===== src/rtl/rf_write_arbiter_pkg.sv =====
// rtl/rf_write_arbiter_pkg.sv - shared register-file widths and write-source encoding
package rf_write_arbiter_pkg;

  localparam int XLEN       = 32;
  localparam int REG_ADDR_W = 5;
  localparam int NUM_REGS   = 32;

  // Which requester owns the write port in a given cycle
  typedef enum logic [1:0] {
    SRC_NONE = 2'd0,
    SRC_WB   = 2'd1,
    SRC_LU   = 2'd2
  } wr_src_e;

endpackage


===== src/rtl/rf_wb_fifo.sv =====
// rtl/rf_wb_fifo.sv - small FIFO buffering long-latency results awaiting the write port
module rf_wb_fifo
  import rf_write_arbiter_pkg::*;
#(
  parameter int DATA_W = XLEN,
  parameter int ADDR_W = REG_ADDR_W,
  parameter int DEPTH  = 2
) (
  input  logic                     clk,
  input  logic                     rst,
  input  logic                     push,
  input  logic [ADDR_W-1:0]        push_rd,
  input  logic [DATA_W-1:0]        push_data,
  input  logic                     pop,
  output logic [ADDR_W-1:0]        head_rd,
  output logic [DATA_W-1:0]        head_data,
  output logic                     full,
  output logic                     empty,
  output logic [DEPTH-1:0]         ent_vld,
  output logic [DEPTH*ADDR_W-1:0]  ent_rd
);

  localparam int PTR_W = $clog2(DEPTH);

  logic [PTR_W-1:0]  wr_ptr;
  logic [PTR_W-1:0]  rd_ptr;
  logic [PTR_W:0]    count;
  logic [DEPTH-1:0]  vld;
  logic [ADDR_W-1:0] rd_mem   [DEPTH];
  logic [DATA_W-1:0] data_mem [DEPTH];
  logic              do_push;
  logic              do_pop;

  assign full      = (count == (PTR_W+1)'(DEPTH));
  assign empty     = (count == '0);
  assign do_push   = push && !full;
  assign do_pop    = pop && !empty;
  assign head_rd   = rd_mem[rd_ptr];
  assign head_data = data_mem[rd_ptr];
  assign ent_vld   = vld;

  // Pointers, occupancy and per-entry valid bits; depth is a power of two so pointers wrap
  always_ff @(posedge clk or posedge rst) begin
    if (rst) begin
      wr_ptr <= '0;
      rd_ptr <= '0;
      count  <= '0;
      vld    <= '0;
    end else begin
      if (do_pop) begin
        vld[rd_ptr] <= 1'b0;
        rd_ptr      <= rd_ptr + 1'b1;
      end
      if (do_push) begin
        vld[wr_ptr] <= 1'b1;
        wr_ptr      <= wr_ptr + 1'b1;
      end
      if (do_push && !do_pop) begin
        count <= count + 1'b1;
      end else if (do_pop && !do_push) begin
        count <= count - 1'b1;
      end
    end
  end

  // Payload storage needs no reset; vld qualifies every slot
  always_ff @(posedge clk) begin
    if (do_push) begin
      rd_mem[wr_ptr]   <= push_rd;
      data_mem[wr_ptr] <= push_data;
    end
  end

  // Flatten per-entry destinations for the pending-mask decoder
  always_comb begin
    ent_rd = '0;
    for (int i = 0; i < DEPTH; i++) begin
      ent_rd[i*ADDR_W +: ADDR_W] = rd_mem[i];
    end
  end

endmodule


===== src/rtl/rf_write_arbiter.sv =====
// rtl/rf_write_arbiter.sv - shares the register-file write port between WB and the long-latency unit
module rf_write_arbiter
  import rf_write_arbiter_pkg::*;
#(
  parameter int DATA_W       = XLEN,
  parameter int ADDR_W       = REG_ADDR_W,
  parameter int BUF_DEPTH    = 2,
  parameter int STARVE_LIMIT = 4
) (
  input  logic                  clk,
  input  logic                  rst,
  input  logic                  wb_valid,
  input  logic [ADDR_W-1:0]     wb_rd,
  input  logic [DATA_W-1:0]     wb_data,
  input  logic                  lu_valid,
  output logic                  lu_ready,
  input  logic [ADDR_W-1:0]     lu_rd,
  input  logic [DATA_W-1:0]     lu_data,
  output logic                  rf_we,
  output logic [ADDR_W-1:0]     rf_rd_addr,
  output logic [DATA_W-1:0]     rf_rd_data,
  output logic [2**ADDR_W-1:0]  pend_mask,
  output logic                  stall_req,
  output logic                  proto_err
);

  localparam int CNT_W = $clog2(STARVE_LIMIT + 1);
  localparam logic [CNT_W-1:0] CNT_MAX = CNT_W'(STARVE_LIMIT);

  logic [ADDR_W-1:0]           head_rd;
  logic [DATA_W-1:0]           head_data;
  logic                        full;
  logic                        empty;
  logic [BUF_DEPTH-1:0]        ent_vld;
  logic [BUF_DEPTH*ADDR_W-1:0] ent_rd;
  logic                        push;
  logic                        pop;
  logic                        violation;
  wr_src_e                     src;
  logic [CNT_W-1:0]            starve_cnt;
  logic [CNT_W-1:0]            starve_cnt_next;

  // Acceptance looks only at registered occupancy, so a full buffer refuses even while popping
  assign lu_ready  = !rst && !full;
  assign push      = lu_valid && lu_ready && (lu_rd != '0);
  assign pop       = (src == SRC_LU);
  assign violation = wb_valid && stall_req;

  rf_wb_fifo #(
    .DATA_W (DATA_W),
    .ADDR_W (ADDR_W),
    .DEPTH  (BUF_DEPTH)
  ) u_fifo (
    .clk       (clk),
    .rst       (rst),
    .push      (push),
    .push_rd   (lu_rd),
    .push_data (lu_data),
    .pop       (pop),
    .head_rd   (head_rd),
    .head_data (head_data),
    .full      (full),
    .empty     (empty),
    .ent_vld   (ent_vld),
    .ent_rd    (ent_rd)
  );

  // Write-port mux: WB always wins, buffered head fills idle cycles; rd==0 never writes
  always_comb begin
    src        = SRC_NONE;
    rf_rd_addr = '0;
    rf_rd_data = '0;
    if (wb_valid) begin
      src = SRC_WB;
    end else if (!empty) begin
      src = SRC_LU;
    end
    case (src)
      SRC_WB: begin
        rf_rd_addr = wb_rd;
        rf_rd_data = wb_data;
      end
      SRC_LU: begin
        rf_rd_addr = head_rd;
        rf_rd_data = head_data;
      end
      default: ;
    endcase
    rf_we = !rst && (src != SRC_NONE) && (rf_rd_addr != '0);
  end

  // Pending destinations of every buffered entry; x0 is never reported
  always_comb begin
    pend_mask = '0;
    for (int i = 0; i < BUF_DEPTH; i++) begin
      if (ent_vld[i]) begin
        pend_mask[ent_rd[i*ADDR_W +: ADDR_W]] = 1'b1;
      end
    end
    pend_mask[0] = 1'b0;
  end

  // Counts consecutive cycles the buffered head loses to WB
  always_comb begin
    starve_cnt_next = starve_cnt;
    if (violation || empty || pop) begin
      starve_cnt_next = '0;
    end else if (wb_valid && (starve_cnt != CNT_MAX)) begin
      starve_cnt_next = starve_cnt + 1'b1;
    end
  end

  // Starvation state, one-shot stall request and sticky contract-violation flag
  always_ff @(posedge clk or posedge rst) begin
    if (rst) begin
      starve_cnt <= '0;
      stall_req  <= 1'b0;
      proto_err  <= 1'b0;
    end else begin
      starve_cnt <= starve_cnt_next;
      stall_req  <= (starve_cnt_next == CNT_MAX) && !stall_req;
      proto_err  <= proto_err || violation;
    end
  end

endmodule


===== config.mk =====
export PLATFORM = sky130hd
export DESIGN_NAME = rf_write_arbiter
export DESIGN_NICKNAME = d
export VERILOG_FILES = /design/src/rtl/rf_write_arbiter_pkg.sv /design/src/rtl/rf_wb_fifo.sv /design/src/rtl/rf_write_arbiter.sv
export SDC_FILE = /design/constraint.sdc
export NUM_CORES = 1
export LEC_CHECK = 0
export ABC_AREA = 1
export CELL_PAD_IN_SITES_DETAIL_PLACEMENT = 1
export CELL_PAD_IN_SITES_GLOBAL_PLACEMENT = 2
export CORE_MARGIN = 5
export CORE_UTILIZATION = 23
export CTS_CLUSTER_SIZE = 28
export DETAILED_ROUTE_END_ITERATION = 10
export PLACE_DENSITY_LB_ADDON = 0.12
export SETUP_SLACK_MARGIN = 0.02
export SKIP_CTS_REPAIR_TIMING = 1
export SYNTH_ARGS = -nofsm -noshare
export SYNTH_HDL_FRONTEND = slang
export SYNTH_SLANG_ARGS = --single-unit

===== constraint.sdc =====
create_clock -name clk -period 2.55 [get_ports clk]
set_input_delay 0.51 -clock clk [delete_from_list [all_inputs] [get_ports clk]]
set_output_delay 0.51 -clock clk [all_outputs]
set_load 0.005 [all_outputs]

==> flow_metrics.env <==
export IMPL_pwr_share_seq_pct=35.8
export IMPL_wirelength_um=13650
export IMPL_final_common_cell="nand2_1"
export IMPL_cp_max_fo=5
export IMPL_clock_path_buffers=2
export IMPL_synth_cells=407
export IMPL_synth_top_family_by_area="simple AND/OR/NAND/NOR gates"
export IMPL_clock_root_buffer="clkbuf_16"
export IMPL_crit_type="reg2out"
export IMPL_violations="setup timing"
export IMPL_grt_pass1_wl_um=20540
export IMPL_finalSetupTns_ns=-0.01789
export IMPL_synth_distinct_cells=28
export IMPL_cp_arrival_ns=2.06
export IMPL_dieArea_sq_um=20090
export IMPL_syn_avg_cell_area_sq_um=9.807
export IMPL_rows=48
export IMPL_wl_per_cell_um=16.49
export IMPL_maxSlewViolCount=0
export IMPL_outcome="finished with violations"
export IMPL_clkLatencyLatePin_ns=0.34
export IMPL_multi_input_area_sq_um=1448
export IMPL_pre_cts_ws_ns=0.1512
export IMPL_drv_cap=0
export IMPL_synth_seq_cells=85
export IMPL_tritoncts="yes"
export IMPL_grt_pass1_vias=3885
export IMPL_r2r_end="u_fifo.rd_mem[0][2]"
export IMPL_hp_start="proto_err"
export IMPL_initial_utilization_pct=23.24
export IMPL_grt_overflow=0
export IMPL_grt_max_degree=41
export IMPL_drc=0
export IMPL_areaGrowthSynthToFinish_pct=68.24
export IMPL_stdcell_count=828
export IMPL_synth_compound_area_share_pct=6.520
export IMPL_r2r_slack_ns=0.79
export IMPL_intPower_mw=3.667
export IMPL_worst_ep_required_time_ns=2.04
export IMPL_layout_common_cells="nand2_1, clkdlybuf4s50_1, edfxtp_1"
export IMPL_reg2reg_from="u_fifo.count[1]"
export IMPL_r2r_cells=6
export IMPL_hpwl_um=9701
export IMPL_power_density_nw_per_um2=781.3
export IMPL_hold_viol=0
export IMPL_viasPerCell=4.320
export IMPL_max_freq_mhz=389.4
export IMPL_die_h_um=141.7
export IMPL_holdPathStages=1
export IMPL_antenna_found_initial=1
export IMPL_synthSimpleGateAreaFrac_pct=24.55
export IMPL_final_setup_skew_ns=0.005709
export IMPL_synthesis_area_sq_um=3991
export IMPL_ir_worst_vdd_uv=328.4
export IMPL_placedCellCount=787
export IMPL_clockPowerShare_pct=28.4
export IMPL_hp_class="reg2reg"
export IMPL_n_antenna_cell=0
export IMPL_min_to="proto_err"
export IMPL_cts_sinks=85
export IMPL_synth_fa_ha_area_share_pct=0.9404
export IMPL_synthMuxAreaShare_pct=0
export IMPL_pwr_share_comb_pct=35.8
export IMPL_num_vias=3577
export IMPL_setup_violations=1
export IMPL_core_area_sq_um=17180
export IMPL_ant_nets=0
export IMPL_htree_num_levels=3
export IMPL_yosys_warnings=0
export IMPL_nFillCells=1936
export IMPL_clkTransAtPathRegs_ns=0.06
export IMPL_fin_crit_sh_pct=100.7
export IMPL_synth_xor_area_share_pct=0.4389
export IMPL_syn_nets=488
export IMPL_yosysSeqAreaShare_pct=62.57
export IMPL_fin_crit_ns=2.568
export IMPL_gp_congestion=0.7513
export IMPL_drtIter0Drc=129
export IMPL_drive_gt1_share_pct=14.26
export IMPL_p_sw_share_pct=30.10
export IMPL_setup_slack_ns=-0.01789
export IMPL_port_buffer_count=149
export IMPL_start_kind="flop"
export IMPL_nets=679
export IMPL_rsz0062_at_grt="true"
export IMPL_firstDrtPassIters=4
export IMPL_regArea_sq_um=2500
export IMPL_p_sw_mw=1.579
export IMPL_leakage_nw=3.089
export IMPL_die_w_um=141.7
export IMPL_grt_use_total_pct=13.20
export IMPL_pin_count=151
export IMPL_crit_path_end_kind="output port"
export IMPL_cts_made_buffers=9
==> flip-flops by register name, summed over array words and instances, names as in the netlist <==
register         cells
proto_err            1
stall_req            1
starve_cnt           3
u_fifo.count         2
u_fifo.data_mem     64
u_fifo.ent_vld       2
u_fifo.rd_mem       10
u_fifo.rd_ptr        1
u_fifo.wr_ptr        1
==> worst max path at each step <==
stage,from,to,slack (ns)
2_1_floorplan,rst,u_fifo.data_mem[1][0],0.24
4_1_cts,u_fifo.count[0],rf_rd_data[23],-0.17
3_5_place_dp,wb_rd[1],rf_we,0.15
5_1_grt,u_fifo.rd_mem[0][4],rf_we,-0.15
6_report,u_fifo.count[0],rf_rd_data[23],-0.02
3_3_place_gp,wb_rd[1],rf_we,0.14
==> synthesized netlist by cell type <==
cell type	n	area share [%]
a21o_1	1	0.19
buf_2	1	0.13
nor2_2	1	0.16
nor3_1	11	1.4
a21oi_2	1	0.22
o21ai_0	36	4.5
nor2_8	2	1.0
inv_1	24	2.3
o211ai_1	1	0.19
nand2_1	156	15
ha_1	3	0.94
nor4_1	1	0.16
xnor2_1	2	0.44
nor2_4	1	0.28
inv_4	1	0.16
nand3_1	46	5.8
a21oi_1	4	0.50
edfxtp_1	74	56
a21boi_0	1	0.19
clkbuf_1	2	0.19
a22oi_1	3	0.56
inv_2	1	0.094
dfrtp_1	11	6.9
buf_6	4	1.1
conb_1	1	0.094
nor2_1	12	1.1
o22ai_1	1	0.16
buf_4	5	0.94
==> cells by family (layout without fill, tap and decap cells) <==
kind of cell / Yosys count / in the layout
AOI/OAI and AO/OA: 48 / 48
xor gates and xnor gates: 2 / 2
adders and majority gates: 3 / 3
buffers and inverters: 38 / 233
DFF: 85 / 85
other: 1 / 1
and+or+nand+nor: 230 / 231
==> power by group through the flow <==
stage | Combinational, mW | Sequential (mW) | Clock [mW]
floorplan | 0.762 | 1.85 | 0
global placement | 1.67 | 1.89 | 0
detailed placement | 1.67 | 1.90 | 0
CTS | 1.69 | 1.87 | 1.54
global route | 2.08 | 1.90 | 1.60
finish | 1.88 | 1.88 | 1.49
==> critical path, cell delays in order (launching register included) <==
cell and delay (ns):
dfrtp_1 0.42, nor2_4 0.15, nor2_4 0.05, inv_6 0.11, nor2_8 0.08, buf_4 0.14, a22oi_2 0.22, nand2_1 0.08
clkdlybuf4s50_1 0.45
==> stage by stage <==
step                power, mW  instance area, sq um  util (%)  hold slack [ns]
finish                  5.247                  6715     39.10           0.4661
global placement        3.556                  5889     34.29           0.4423
CTS                     5.093                  6228     36.26           0.4700
floorplan               2.612                  3996         -           0.3624
global route            5.584                  6715     39.10           0.5059
detailed placement      3.568                  5889     34.29           0.4553
==> routing by layer <==
metal / global-route usage (%) / vias to the layer above / part of all wire, %
met2: 22.22 / 102 / 49
met5: 0 / - / 0.15
met1: 15.45 / 1693 / 42
li1: - / 1768 / -
met4: 3.283 / 2 / 1.1
met3: 5.831 / 12 / 7.6
==> final cells by class <==
type | count | area share (%)
tap | 225 | 4.192
timing repair buffer | 191 | 30.35
sequential | 85 | 37.23
multi-input combinational | 285 | 21.56
clock inverter | 6 | 1.640
inverter | 26 | 1.621
clock buffer | 10 | 3.410
(Power assumes the default switching activity.)
